===== config.mk =====
export PLATFORM = sky130hd
export DESIGN_NAME = clk_div_bank
export DESIGN_NICKNAME = d
export VERILOG_FILES = /design/src/rtl/clk_div_pkg.sv /design/src/rtl/clk_div_channel.sv /design/src/rtl/clk_div_bank.sv
export SDC_FILE = /design/constraint.sdc
export NUM_CORES = 1
export LEC_CHECK = 0
export CORE_MARGIN = 5
export CORE_UTILIZATION = 40
export CTS_CLUSTER_SIZE = 8
export DETAILED_ROUTE_END_ITERATION = 12
export GPL_TIMING_DRIVEN = 0
export SYNTH_ARGS = -nofsm -noshare
export SYNTH_HDL_FRONTEND = slang
export SYNTH_SLANG_ARGS = --single-unit

===== constraint.sdc =====
create_clock -name clk -period 4 [get_ports clk]
set_clock_uncertainty 0.05 [all_clocks]
set_input_delay 0.6 -clock clk [delete_from_list [all_inputs] [get_ports clk]]
set_output_delay 0.6 -clock clk [all_outputs]
set_load 0.01 [all_outputs]

===== src/rtl/clk_div_pkg.sv =====
// ---------------------------------------------------------------------------
// clk_div_pkg
// Types and constants shared by the clock-enable divider bank.
//   div_mode_e : channel output mode (square wave or one-cycle tick copy)
//   DEFAULT_W  : default counter/divisor width
//   ch_cfg_t   : per-channel configuration record at the default width
// ---------------------------------------------------------------------------
package clk_div_pkg;

    localparam int DEFAULT_W = 28;

    typedef enum logic {
        MODE_TOGGLE = 1'b0,
        MODE_TICK   = 1'b1
    } div_mode_e;

    typedef struct packed {
        logic [DEFAULT_W-1:0] div;
        div_mode_e            mode;
    } ch_cfg_t;

endpackage


===== src/rtl/clk_div_channel.sv =====
// ---------------------------------------------------------------------------
// clk_div_channel
// One divider channel: config register (divisor + mode), counter and
// registered outputs.
//   clk      in   system clock
//   RESET_N  in   async active-low reset
//   en       in   count enable
//   clr      in   synchronous restart (config kept)
//   ld_sel   in   load this channel's config on the next edge
//   ld_div   in   new divisor (0 disables the channel)
//   ld_mode  in   new mode: 0 toggle, 1 tick
//   clk_out  out  square wave (toggle) or copy of tick (tick mode)
//   tick     out  one-cycle pulse on terminal count
// ---------------------------------------------------------------------------
module clk_div_channel
    import clk_div_pkg::*;
#(
    parameter int W           = DEFAULT_W,
    parameter int DEFAULT_DIV = 4
) (
    input  logic         clk,
    input  logic         RESET_N,
    input  logic         en,
    input  logic         clr,
    input  logic         ld_sel,
    input  logic [W-1:0] ld_div,
    input  logic         ld_mode,
    output logic         clk_out,
    output logic         tick
);

    logic [W-1:0] r_div;
    div_mode_e    r_mode;
    logic [W-1:0] r_cnt;
    logic         r_clk_out;
    logic         r_tick;

    logic         w_terminal;

    // Only meaningful when r_div != 0; the zero-divisor case is handled
    // ahead of this in the priority chain.
    assign w_terminal = (r_cnt == (r_div - W'(1)));

    always_ff @(posedge clk or negedge RESET_N) begin
        if (!RESET_N) begin
            r_div     <= W'(DEFAULT_DIV);
            r_mode    <= MODE_TOGGLE;
            r_cnt     <= '0;
            r_clk_out <= 1'b0;
            r_tick    <= 1'b0;
        end else if (ld_sel) begin
            // A load always restarts the channel, so cnt can never sit
            // above the new div-1. It also beats a coincident terminal count.
            r_div     <= ld_div;
            r_mode    <= div_mode_e'(ld_mode);
            r_cnt     <= '0;
            r_clk_out <= 1'b0;
            r_tick    <= 1'b0;
        end else if (clr || (r_div == '0)) begin
            r_cnt     <= '0;
            r_clk_out <= 1'b0;
            r_tick    <= 1'b0;
        end else if (!en) begin
            // Freeze the phase; pulses are suppressed rather than deferred.
            r_tick <= 1'b0;
            if (r_mode == MODE_TICK) r_clk_out <= 1'b0;
        end else if (w_terminal) begin
            r_cnt     <= '0;
            r_tick    <= 1'b1;
            r_clk_out <= (r_mode == MODE_TICK) ? 1'b1 : ~r_clk_out;
        end else begin
            r_cnt  <= r_cnt + W'(1);
            r_tick <= 1'b0;
            if (r_mode == MODE_TICK) r_clk_out <= 1'b0;
        end
    end

    assign clk_out = r_clk_out;
    assign tick    = r_tick;

endmodule


===== src/rtl/clk_div_bank.sv =====
// ---------------------------------------------------------------------------
// clk_div_bank
// Bank of NUM_CH programmable clock-enable dividers.
//   clk      in   system clock
//   RESET_N  in   async active-low reset
//   en       in   global count enable
//   clr      in   synchronous restart of all channels
//   ld       in   load strobe for one channel's config
//   ld_ch    in   channel index for the load
//   ld_div   in   new divisor
//   ld_mode  in   new mode: 0 toggle, 1 tick
//   clk_out  out  per-channel output
//   tick     out  per-channel terminal-count pulse
//   ld_err   out  one-cycle pulse for a load to a nonexistent channel
// ---------------------------------------------------------------------------
module clk_div_bank
    import clk_div_pkg::*;
#(
    parameter  int NUM_CH      = 4,
    parameter  int W           = DEFAULT_W,
    parameter  int DEFAULT_DIV = 4,
    localparam int CH_W        = (NUM_CH > 1) ? $clog2(NUM_CH) : 1
) (
    input  logic              clk,
    input  logic              RESET_N,
    input  logic              en,
    input  logic              clr,
    input  logic              ld,
    input  logic [CH_W-1:0]   ld_ch,
    input  logic [W-1:0]      ld_div,
    input  logic              ld_mode,
    output logic [NUM_CH-1:0] clk_out,
    output logic [NUM_CH-1:0] tick,
    output logic              ld_err
);

    logic [NUM_CH-1:0] w_ld_sel;
    logic              w_ld_bad;
    logic              r_ld_err;

    // Out-of-range index: no channel selected, error flagged instead.
    assign w_ld_bad = ld && (32'(ld_ch) >= NUM_CH);

    always_ff @(posedge clk or negedge RESET_N) begin
        if (!RESET_N) r_ld_err <= 1'b0;
        else          r_ld_err <= w_ld_bad;
    end

    assign ld_err = r_ld_err;

    for (genvar i = 0; i < NUM_CH; i++) begin : g_ch
        assign w_ld_sel[i] = ld && (32'(ld_ch) == i);

        clk_div_channel #(
            .W           (W),
            .DEFAULT_DIV (DEFAULT_DIV)
        ) u_ch (
            .clk     (clk),
            .RESET_N (RESET_N),
            .en      (en),
            .clr     (clr),
            .ld_sel  (w_ld_sel[i]),
            .ld_div  (ld_div),
            .ld_mode (ld_mode),
            .clk_out (clk_out[i]),
            .tick    (tick[i])
        );
    end

endmodule

==> impl_metrics.env <==
export IMPL_status="finished with violations"
export IMPL_violations="hold timing"
export IMPL_finalSetupTns_ns=0
export IMPL_antenna_found_initial=0
export IMPL_ys_flop_type="dfrtp_1"
export IMPL_drive_gt1_share_pct=14.2
export IMPL_fp_row_count=70
export IMPL_crit_fanout=10
export IMPL_cts_buffer_depth=3
export IMPL_grt_pass1_wl_um=65300
export IMPL_ir_worst_vdd_mv=0.241
export IMPL_clkLatencyLatePin_ns=0.51
export IMPL_cts_buffers=35
export IMPL_cp_cell_sequence="inv_2, ha_4, or4b_4, buf_6, or4_4, buf_6, buf_8, or3_1, a211o_1, nor4_1, nand4_1, or3_4, o21ai_0, o21ai_1"
export IMPL_dieArea_um2=40800
export IMPL_hold_viol=3
export IMPL_pin_count=45
export IMPL_cp_common_cell="buf_6"
export IMPL_hold_class="in2async"
export IMPL_core_um2=36500
export IMPL_final_util_pct=46.6
export IMPL_crit_type="reg2reg"
export IMPL_final_nets=1690
export IMPL_layout_common_cells="230 x dfrtp_1, 154 x nor2_1, 116 x mux2_2"
export IMPL_hpwl_um=30000
export IMPL_grt_usage_pct=19.7
export IMPL_avgRoutedWirePerCell_um=19.2
export IMPL_path_delay_family="simple AND/OR/NAND/NOR gates"
export IMPL_slew_limit_headroom_pct=11.2
export IMPL_fmax_mhz=256
export IMPL_n_fill_cell=3430
export IMPL_crit_arrival_ns=4.22
export IMPL_cts_tree="yes"
export IMPL_initial_utilization_pct=40.4
export IMPL_synth_edf_count=0
export IMPL_drt_iter0_drc=860
export IMPL_fp_dieW_um=202
export IMPL_cp_slowest_stage_delay_ns=0.48
export IMPL_crit_buf_inv=4
export IMPL_routed_via_density=5.65
export IMPL_tightest_slew_ns=1.33
export IMPL_overflow=0
export IMPL_syn_avg_cell_area_um2=9.43
export IMPL_grt_max_degree=99
export IMPL_cts_root_buf="clkbuf_16"
export IMPL_finalCritPeriodShare_pct=97.5
export IMPL_postSynthCellCount=1563
export IMPL_worst_hold_slack_ns=-0.00660
export IMPL_synth_seq_cells=236
export IMPL_syn_nets=1607
export IMPL_slew_viol_final=0
export IMPL_maxCapViolCount=0
export IMPL_cp_start_kind="register"
export IMPL_drc=0
export IMPL_finalCriticalPeriod_ns=3.90
export IMPL_numClockSinks=236
export IMPL_cp_end_kind="register"
export IMPL_gp_congestion=0.850
export IMPL_syn_to_final_growth_pct=15.5
export IMPL_worst_path_stages=14
export IMPL_vias=12062
export IMPL_ys_seq_area_share_pct=40.1
export IMPL_final_common_cell="dfrtp_1"
export IMPL_powerDensity_nw_per_um2=416
export IMPL_cts_reportedPaths_clkPinSlew_ns=0.05
export IMPL_setup_violations=0
export IMPL_syn_area_um2=14700
export IMPL_die_h_um=202
export IMPL_hold_buffers=0
export IMPL_htreeDepth=2
export IMPL_yosysWarnings=0
export IMPL_wl_um=41000
export IMPL_r2r_cells=14
export IMPL_worstPathRequired_ns=4.33
export IMPL_final_antenna_net_count=0
export IMPL_cpMaxStageDelayCell="or4_4"
export IMPL_grt_pass1_vias=11732
export IMPL_p_leak_nw=6.65
export IMPL_synth_cell_type_count=80
export IMPL_portBuffers=43
export IMPL_firstDrtPassIters=5
export IMPL_synthArstFlopShare_pct=100
registers in the layout, summed over array words and instances, names as in the netlist:
register and flops:
g_ch.u_ch.r_cnt 112, g_ch.u_ch.r_mode 4, g_ch.u_ch.clk_out 4, g_ch.u_ch.r_div 112
g_ch.u_ch.tick 4
through the flow:
step           area [µm²]  total power [mW]  hold WS, ns  setup WS, ns  cells
6_report            17000              7.08     -0.00660         0.101   2135
5_1_grt             17000              7.43       0.0284       -0.0119   2134
4_1_cts             16900              7.10      0.00178       0.00624   2133
3_5_place_dp        15800              4.29        0.453        -0.351   2076
3_3_place_gp        15800              4.24        0.442         -8.03   2074
2_1_floorplan       14700              3.85        0.254         0.236   1563
cell type report:
type / count / area [µm²] / area share [%]
inverter: 33 / 124 / 0.728
buffer: 86 / 403 / 2.37
timing repair buffer: 47 / 505 / 2.97
clock buffer: 57 / 1000 / 5.88
sequential: 236 / 5910 / 34.7
antenna: 1 / 2.50 / 0.0147
tap: 468 / 586 / 3.44
multi-input combinational: 1207 / 8490 / 49.9
routing by layer:
layer / vias up / global-route usage [%] / part of all wire, %
met5: - / 0 / 0
met4: 0 / 5.74 / 2.7
met3: 71 / 2.39 / 3.7
met2: 226 / 31.9 / 47
met1: 5953 / 27.8 / 47
li1: 5812 / - / -
Yosys cell counts, drive strengths merged, types with 4 or more instances:
cell,n,area [µm²]
buf,24,153
nor3b,9,67.6
dfrtp,232,5810
and2,13,81.3
clkbuf,63,236
nand3,64,320
nand2,102,383
nand4,46,288
a31oi,17,106
a22o,9,78.8
nand4b,11,96.3
ha,8,100
or4,22,173
o21ai,40,204
nor4b,10,87.6
a21o,8,60.1
a221o,5,50.1
mux2i,20,200
dfstp,4,105
inv,33,124
and4,15,131
nor4,50,334
o211ai,7,52.6
nand2b,8,50.1
a21oi,33,165
a21boi,4,30.0
o311a,4,40.0
and3,35,219
xor2,102,893
nor2,155,582
o22ai,6,43.8
xnor2,102,893
or2,12,75.1
nor2b,17,106
or3,22,138
a311oi,4,35.0
o31a,4,35.0
o21a,4,30.0
mux2,116,1310
nor3,47,235
nand3b,22,165
a211oi,13,97.6
timing repair:
item,4_1_cts,5_1_grt
buffers inserted,1,1
gates resized for setup,12,38
endpoints found under the setup margin,78,100
pin swaps,1,7
hold endpoints to repair,0,0
final timing paths:
check	end	slack [ns]	from
max in group asynchronous	g_ch[1].u_ch.r_div[0]$_DFFE_PN0P_	2.63	RESET_N
worst max register to register	g_ch[1].u_ch.r_cnt[24]$_DFFE_PN0P_	0.10	g_ch[1].u_ch.r_div[0]$_DFFE_PN0P_
worst max-delay path	g_ch[1].u_ch.r_cnt[24]$_DFFE_PN0P_	0.10	g_ch[1].u_ch.r_div[0]$_DFFE_PN0P_
min in group clk	g_ch[0].u_ch.r_mode$_DFFE_PN0P_	0.46	g_ch[0].u_ch.r_mode$_DFFE_PN0P_
worst min-delay path	g_ch[0].u_ch.r_cnt[22]$_DFFE_PN0P_	-0.007	RESET_N
worst min register to register	g_ch[0].u_ch.r_mode$_DFFE_PN0P_	0.46	g_ch[0].u_ch.r_mode$_DFFE_PN0P_
cell families (layout without fill, tap and decap cells):
| group | Yosys count | in the layout | share of synthesized area (%) |
|---|---|---|---|
| AO/OA/AOI/OAI | 185 | 185 | 8.57 |
| XOR/XNOR | 204 | 204 | 12.1 |
| adder cells (fa/ha/maj) | 8 | 8 | 0.679 |
| buffers and inverters | 120 | 223 | 3.48 |
| flip-flops | 236 | 236 | 40.1 |
| multiplexers | 136 | 136 | 10.2 |
| other | 1 | 2 | 0.0254 |
| AND/OR/NAND/NOR | 673 | 673 | 24.8 |
power breakdown:
part | switching, mW | internal [mW] | leakage [nW] | total, mW
sequential | 0.336 | 2.63 | 3.04 | 2.96
combinational | 0.719 | 0.637 | 3.13 | 1.36
clock | 1.07 | 1.69 | 0.480 | 2.76
total | 2.13 | 4.95 | 6.65 | 7.08
worst register-to-register path, delay by kind of cell, from the launching register on:
kind                     cells  cell delay, ns
AO/OA/AOI/OAI                3            0.51
adder cells (fa/ha/maj)      1            0.17
buffers and inverters        4            0.55
flip-flops                   1            0.47
AND/OR/NAND/NOR              6            2.03
Power figures use the tool's default switching activity.
